<file path="src/rtl/ssd_pkg.sv">
// Shared types and segment decode for the seven-segment scan driver.
// Segment order is {a,b,c,d,e,f,g}; all codes are active-low.
package ssd_pkg;

    typedef logic [6:0] seg_t;

    localparam seg_t SEG_BLANK = 7'b1111111;
    localparam seg_t SEG_DASH  = 7'b1111110;

    typedef enum logic {IDLE, CONV} conv_state_t;

    function automatic seg_t hex_to_seg(input logic [3:0] h);
        seg_t s;
        case (h)
            4'h0: s = 7'b0000001;
            4'h1: s = 7'b1001111;
            4'h2: s = 7'b0010010;
            4'h3: s = 7'b0000110;
            4'h4: s = 7'b1001100;
            4'h5: s = 7'b0100100;
            4'h6: s = 7'b0100000;
            4'h7: s = 7'b0001111;
            4'h8: s = 7'b0000000;
            4'h9: s = 7'b0000100;
            4'hA: s = 7'b0001000;
            4'hB: s = 7'b1100000;
            4'hC: s = 7'b0110001;
            4'hD: s = 7'b1000010;
            4'hE: s = 7'b0110000;
            default: s = 7'b0111000;
        endcase
        return s;
    endfunction

endpackage

</file>
<file path="src/rtl/ssd_scan_driver_if.sv">
// Load-side bus of the scan driver: value/mode/mask strobe in, status out.
interface ssd_scan_driver_if #(
    parameter int N_DIGITS = 4
);
    localparam int VAL_W = 4 * N_DIGITS;

    logic [VAL_W-1:0]    value;
    logic                load;
    logic                dec_mode;
    logic [N_DIGITS-1:0] dp_mask;
    logic                busy;
    logic                ovf;

    modport master (output value, load, dec_mode, dp_mask, input busy, ovf);
    modport slave  (input value, load, dec_mode, dp_mask, output busy, ovf);
endinterface

</file>
<file path="src/rtl/ssd_bin2bcd.sv">
// Sequential double-dabble converter, one input bit per cycle.
// busy is high for exactly VAL_W cycles after start; done marks the last one,
// and bcd carries the finished result during that cycle so the caller can
// capture it on the same edge the FSM returns to IDLE.
module ssd_bin2bcd
    import ssd_pkg::*;
#(
    parameter int N_DIGITS = 4,
    localparam int VAL_W = 4 * N_DIGITS,
    localparam int BCD_W = 4 * (N_DIGITS + 2)
) (
    input  logic             clk,
    input  logic             reset,
    input  logic             start,
    input  logic [VAL_W-1:0] bin,
    output logic             busy,
    output logic             done,
    output logic [BCD_W-1:0] bcd
);
    localparam int CNT_W = $clog2(VAL_W + 1);

    conv_state_t      state_q, state_d;
    logic [VAL_W-1:0] sh_q;
    logic [BCD_W-1:0] bcd_q, adj, bcd_step;
    logic [CNT_W-1:0] cnt_q;
    logic             last;

    assign last = (cnt_q == CNT_W'(VAL_W - 1));
    assign busy = (state_q == CONV);
    assign done = busy & last;
    assign bcd  = bcd_step;

    // One double-dabble step: add 3 to every digit >= 5, then shift in next bit
    always_comb begin
        adj = bcd_q;
        for (int i = 0; i < N_DIGITS + 2; i++)
            if (adj[4*i +: 4] >= 4'd5) adj[4*i +: 4] = adj[4*i +: 4] + 4'd3;
        bcd_step = {adj[BCD_W-2:0], sh_q[VAL_W-1]};
    end

    // Next-state logic
    always_comb begin
        state_d = state_q;
        case (state_q)
            IDLE:    if (start) state_d = CONV;
            CONV:    if (last)  state_d = IDLE;
            default: state_d = IDLE;
        endcase
    end

    // State register and datapath
    always_ff @(posedge clk) begin
        if (reset) begin
            state_q <= IDLE;
            sh_q    <= '0;
            bcd_q   <= '0;
            cnt_q   <= '0;
        end else begin
            state_q <= state_d;
            if (state_q == IDLE && start) begin
                sh_q  <= bin;
                bcd_q <= '0;
                cnt_q <= '0;
            end else if (state_q == CONV) begin
                sh_q  <= sh_q << 1;
                bcd_q <= bcd_step;
                cnt_q <= cnt_q + 1'b1;
            end
        end
    end

endmodule

</file>
<file path="src/rtl/ssd_scan_driver.sv">
// N-digit seven-segment scan driver with hex or decimal display.
// Optional build macro SSD_LZB_EN enables leading-zero blanking.
module ssd_scan_driver
    import ssd_pkg::*;
#(
    parameter int N_DIGITS      = 4,
    parameter int SCAN_DIV_BITS = 18
) (
    input  logic                clk,
    input  logic                reset,
    ssd_scan_driver_if.slave    bus,
    output logic [N_DIGITS-1:0] an,
    output seg_t                seg,
    output logic                dp
);
    localparam int VAL_W = 4 * N_DIGITS;
    localparam int BCD_W = 4 * (N_DIGITS + 2);
    localparam int IDX_W = (N_DIGITS > 1) ? $clog2(N_DIGITS) : 1;
    localparam logic [N_DIGITS-1:0] ONE = 1;

    logic [SCAN_DIV_BITS-1:0]  presc_q;
    logic [IDX_W-1:0]          idx_q;
    logic [N_DIGITS-1:0][3:0]  dig_q;
    logic [N_DIGITS-1:0]       dp_q, dp_pend_q, blank_v;
    logic                      ovf_q;
    logic                      conv_busy, conv_done, start, hex_ld;
    logic [BCD_W-1:0]          bcd;
    logic [3:0]                cur_dig;
    seg_t                      cur_seg;
    logic                      cur_blank;

    assign start    = bus.load & ~conv_busy &  bus.dec_mode;
    assign hex_ld   = bus.load & ~conv_busy & ~bus.dec_mode;
    assign bus.busy = conv_busy;
    assign bus.ovf  = ovf_q;

    ssd_bin2bcd #(.N_DIGITS(N_DIGITS)) u_bin2bcd (
        .clk   (clk),
        .reset (reset),
        .start (start),
        .bin   (bus.value),
        .busy  (conv_busy),
        .done  (conv_done),
        .bcd   (bcd)
    );

    // Prescaler and digit index; idx advances once per prescaler wrap
    always_ff @(posedge clk) begin
        if (reset) begin
            presc_q <= '0;
            idx_q   <= '0;
        end else begin
            presc_q <= presc_q + 1'b1;
            if (&presc_q)
                idx_q <= (idx_q == IDX_W'(N_DIGITS - 1)) ? '0 : idx_q + 1'b1;
        end
    end

    // Digit/dp registers: hex loads apply at once, decimal results on done
    always_ff @(posedge clk) begin
        if (reset) begin
            dig_q     <= '0;
            dp_q      <= '0;
            dp_pend_q <= '0;
            ovf_q     <= 1'b0;
        end else begin
            if (start) dp_pend_q <= bus.dp_mask;
            if (conv_done) begin
                dig_q <= bcd[VAL_W-1:0];
                dp_q  <= dp_pend_q;
                ovf_q <= |bcd[BCD_W-1:VAL_W];
            end else if (hex_ld) begin
                dig_q <= bus.value;
                dp_q  <= bus.dp_mask;
                ovf_q <= 1'b0;
            end
        end
    end

`ifdef SSD_LZB_EN
    // Blank zero digits above the highest non-zero one (digit 0 always shown)
    always_comb begin
        logic run;
        run     = 1'b1;
        blank_v = '0;
        for (int k = N_DIGITS - 1; k >= 0; k--) begin
            run        = run & (dig_q[k] == 4'd0);
            blank_v[k] = (k != 0) && run && !dp_q[k] && !ovf_q;
        end
    end
`else
    assign blank_v = '0;
`endif

    // Select the currently scanned digit
    always_comb begin
        cur_dig   = dig_q[idx_q];
        cur_seg   = ovf_q ? SEG_DASH : hex_to_seg(cur_dig);
        cur_blank = blank_v[idx_q];
    end

    // Registered board outputs
    always_ff @(posedge clk) begin
        if (reset || cur_blank) begin
            an  <= '1;
            seg <= SEG_BLANK;
            dp  <= 1'b1;
        end else begin
            an  <= ~(ONE << idx_q);
            seg <= cur_seg;
            dp  <= ~dp_q[idx_q];
        end
    end

endmodule
</file>
<file path="src/flat_wrapper.sv">
// flat-port wrapper written by rule: the top's interface ports become plain ports
module ssd_scan_driver_flat import ssd_pkg::*;
#(
    parameter int N_DIGITS      = 4,
    parameter int SCAN_DIV_BITS = 18
)
  (clk, reset, an, seg, dp, bus_value, bus_load, bus_dec_mode, bus_dp_mask, bus_busy, bus_ovf);
  ssd_scan_driver_if #(.N_DIGITS(N_DIGITS)) bus_i ();
  input  logic clk;
  input  logic reset;
  output logic [N_DIGITS-1:0] an;
  output seg_t seg;
  output logic dp;
  input wire logic [$bits(bus_i.value)-1:0] bus_value;
  input wire logic [$bits(bus_i.load)-1:0] bus_load;
  input wire logic [$bits(bus_i.dec_mode)-1:0] bus_dec_mode;
  input wire logic [$bits(bus_i.dp_mask)-1:0] bus_dp_mask;
  output wire logic [$bits(bus_i.busy)-1:0] bus_busy;
  output wire logic [$bits(bus_i.ovf)-1:0] bus_ovf;
  assign bus_i.value = bus_value;
  assign bus_i.load = bus_load;
  assign bus_i.dec_mode = bus_dec_mode;
  assign bus_i.dp_mask = bus_dp_mask;
  assign bus_busy = bus_i.busy;
  assign bus_ovf = bus_i.ovf;
  ssd_scan_driver #(.N_DIGITS(N_DIGITS), .SCAN_DIV_BITS(SCAN_DIV_BITS)) u_core (.clk(clk), .reset(reset), .bus(bus_i), .an(an), .seg(seg), .dp(dp));
endmodule
</file>
<file path="config.mk">
export PLATFORM = sky130hd
export DESIGN_NAME = ssd_scan_driver_flat
export DESIGN_NICKNAME = d
export VERILOG_FILES = /design/src/rtl/ssd_pkg.sv /design/src/rtl/ssd_scan_driver_if.sv /design/src/rtl/ssd_bin2bcd.sv /design/src/rtl/ssd_scan_driver.sv /design/src/flat_wrapper.sv
export SDC_FILE = /design/constraint.sdc
export NUM_CORES = 1
export LEC_CHECK = 0
export BUFFER_PORTS_ARGS = -buffer_cell sky130_fd_sc_hd__buf_2
export CAP_MARGIN = 20
export CORE_ASPECT_RATIO = 1.1
export CORE_MARGIN = 2
export CORE_UTILIZATION = 41
export CTS_CLUSTER_SIZE = 40
export DETAILED_ROUTE_END_ITERATION = 8
export PLACE_DENSITY = 0.61
export SLEW_MARGIN = 0
export SYNTH_ARGS = -nofsm -noshare
export SYNTH_HDL_FRONTEND = slang
export SYNTH_SLANG_ARGS = --single-unit
</file>
<file path="constraint.sdc">
create_clock -name clk -period 2.6 [get_ports clk]
set_clock_uncertainty 0.05 [all_clocks]
set_input_delay 0 -clock clk [delete_from_list [all_inputs] [get_ports clk]]
set_output_delay 0 -clock clk [all_outputs]
set_load 0.01 [all_outputs]
</file>
==> impl_metrics.yaml <==
run_status:
  status: "complete, no violations"
critical_path:
  critPathMaxFanout: 6
  arrival_ps: 2230
  worstSetupStartpoint: "u_core.idx_q[0]$_SDFFE_PP0P_"
  reg2regPathDepth: 5
  cp-start-kind: "flop"
  required_ps: 2780
  r2r_start: "u_core.idx_q[0]$_SDFFE_PP0P_"
  crit_type: "reg -> reg"
  crit_path_end_kind: "flop"
floorplan:
  die_w_um: 108
  dieArea_sq_um: 12900
  initial_core_util_pct: 42.3
  rows: 41
  die_h_um: 119
  core_sq_um: 11600
  num_io_pins: 38
yosys:
  synth_warnings: 0
  asyncSetResetFlopFracSynth_pct: 0
  synthFlopType: "dfxtp_1"
  synth_area_per_cell_sq_um: 9.11
  synth.cell_area_sq_um: 4900
  syn-num-nets: 587
  synth_seq_cells: 103
  ys_types: 44
  ys_seq_area_share_pct: 42.1
  synthCells: 538
  synth-edff-count: 0
worst_hold_path:
  min_from: "reset"
  hp-class: "in -> reg"
  min_path_cells: 3
timing:
  setup_slack_ps: 548
  timing.fmax_ghz: 0.487
  period_share_pct: 78.9
  hold_viol_final: 0
  min_period_ps: 2050
  tightest_slew_ps: 1070
  timing.hold.ws_ps: 67.8
  slew_violations: 0
  slew_headroom_pct: 28.3
  fin_tns_setup_ps: 0
  setup_viol: 0
  rsz0062_at_grt: "false"
layout:
  drive_gt1_share_pct: 12.2
  fillCellCount: 1116
  antennaDiodeCount: 0
  final_core_util_pct: 49.4
  instances_no_fill: 741
  area_growth_pct: 16.8
  nets: 635
  multi_input_area_sq_um: 2630
  ff_latch_area_sq_um: 2060
  layout_commonest_cell: "dfxtp_1"
  layout_common_cells: "dfxtp_1, nor2_1, a21oi_1"
  fin_area_sq_um: 5730
clocking:
  numCtsBuffers: 9
  clock_sinks: 103
  htree_levels: 3
  clk_latency_ps: 350
  cts_tree: "yes"
  root_buffer: "clkbuf_16"
  clockBufferDepth: 2
  ctsResizeCount: 0
  path_clk_slew_ps: 70
pwr:
  power_density_nw_per_um2: 583
  vdd_drop_max_v: 0.000295
  total_power_mw: 3.34
  p_leak_nw: 2.15
global_route:
  antenna_found_initial: 0
  grt_usage_pct: 17.4
  overflow: 0
  grt_pass1_wl_um: 17800
  grt_max_degree: 49
  grt_pass1_vias: 3686
place:
  place_inst: 705
  preCtsSetupSlack_ps: 549
  gp_congestion: 0.830
  port_buffers: 37
  placed_cell_area_sq_um: 5250
  dpl.hpwl_um: 7440
route:
  wl_um: 10600
  drt_pass1_iterations: 5
  first_iter_violations: 201
  ant_nets: 0
  route.vias.total: 3932
  wire_per_inst_um: 14.3
  drc_errors: 0
  vias_per_cell: 5.31
job:
  drv_cap: 0
[kinds of logic after synthesis]
kind of cell / Yosys count / share of synthesized area [%]
and+or+nand+nor: 180 / 18.0
buffers and inverters: 51 / 4.52
DFF: 103 / 42.1
xor gates and xnor gates: 24 / 4.29
AOI/OAI and AO/OA: 114 / 14.9
adders and majority gates: 25 / 6.38
muxes: 41 / 9.93
[power breakdown]
part / total, mW / internal [mW] / leakage (nW) / switching (mW)
Sequential: 1.68 / 1.64 / 0.840 / 0.0437
Clock: 1.29 / 0.660 / 0.130 / 0.629
Combinational: 0.366 / 0.166 / 1.18 / 0.199
Total: 3.34 / 2.47 / 2.15 / 0.872
[cell usage after synthesis (10+ instances only)]
| master | n | area (sq um) |
|---|---|---|
| nor3b_1 | 10 | 75.1 |
| dfxtp_1 | 103 | 2060 |
| xor2_1 | 12 | 105 |
| inv_1 | 20 | 75.1 |
| nand3_1 | 12 | 60.1 |
| xnor2_1 | 12 | 105 |
| a21oi_1 | 44 | 220 |
| a211oi_1 | 37 | 278 |
| nand2_1 | 39 | 146 |
| nand2b_1 | 19 | 119 |
| clkbuf_1 | 23 | 86.3 |
| mux2i_1 | 34 | 340 |
| a22oi_1 | 14 | 105 |
| nor2_1 | 63 | 236 |
| ha_1 | 25 | 313 |
[final timing paths]
check                                                        end  slack [ps]
worst min register to register  u_core.dp_pend_q[2]$_SDFFE_PP0P_         410
worst min-delay path            u_core.u_bin2bcd.busy$_SDFF_PP0_          70
worst max register to register          u_core.seg[0]$_SDFF_PP1_         550
worst max-delay path                    u_core.seg[0]$_SDFF_PP1_         550
[final cells by class]
cell class | instances | area share (%)
clock buffers | 9 | 3.93
clock inverters | 7 | 0.983
inverters | 20 | 1.31
multi-input cells | 384 | 45.9
flip-flops and latches | 103 | 36.0
well taps | 150 | 3.28
repair buffers | 68 | 8.61
[routing by layer]
metal	up-vias	GRT usage (%)	part of all wire (%)
met2	72	26.5	45
met1	1854	24.1	48
met4	0	7.93	2.5
li1	1987	-	-
met5	-	0	0
met3	19	2.43	3.6
[repair_timing]
action / CTS / global route
setup buffers: 0 / 0
endpoints found under the hold margin: 33 / 0
hold buffers: 20 / 0
setup endpoints to repair: 0 / 0
[critical path: stages, from the launching register on]
cell and delay [ps]:
dfxtp_1 380, mux4_1 670, ha_1 290, mux2i_1 150
nor3_1 60, or3_1 340
[registers in the layout, indices dropped and copies added (netlist names)]
| register | count |
|---|---|
| u_core.dp_pend_q | 4 |
| u_core.u_bin2bcd.cnt_q | 5 |
| u_core.dp_q | 4 |
| u_core.u_bin2bcd.bcd_q | 24 |
| u_core.seg | 7 |
| u_core.u_bin2bcd.busy | 1 |
| u_core.u_bin2bcd.sh_q | 16 |
| u_core.dp | 1 |
| u_core.presc_q | 18 |
| u_core.idx_q | 2 |
| u_core.an | 4 |
| u_core.dig_q | 16 |
| u_core.bus.ovf | 1 |
Power figures use the tool's default switching activity.
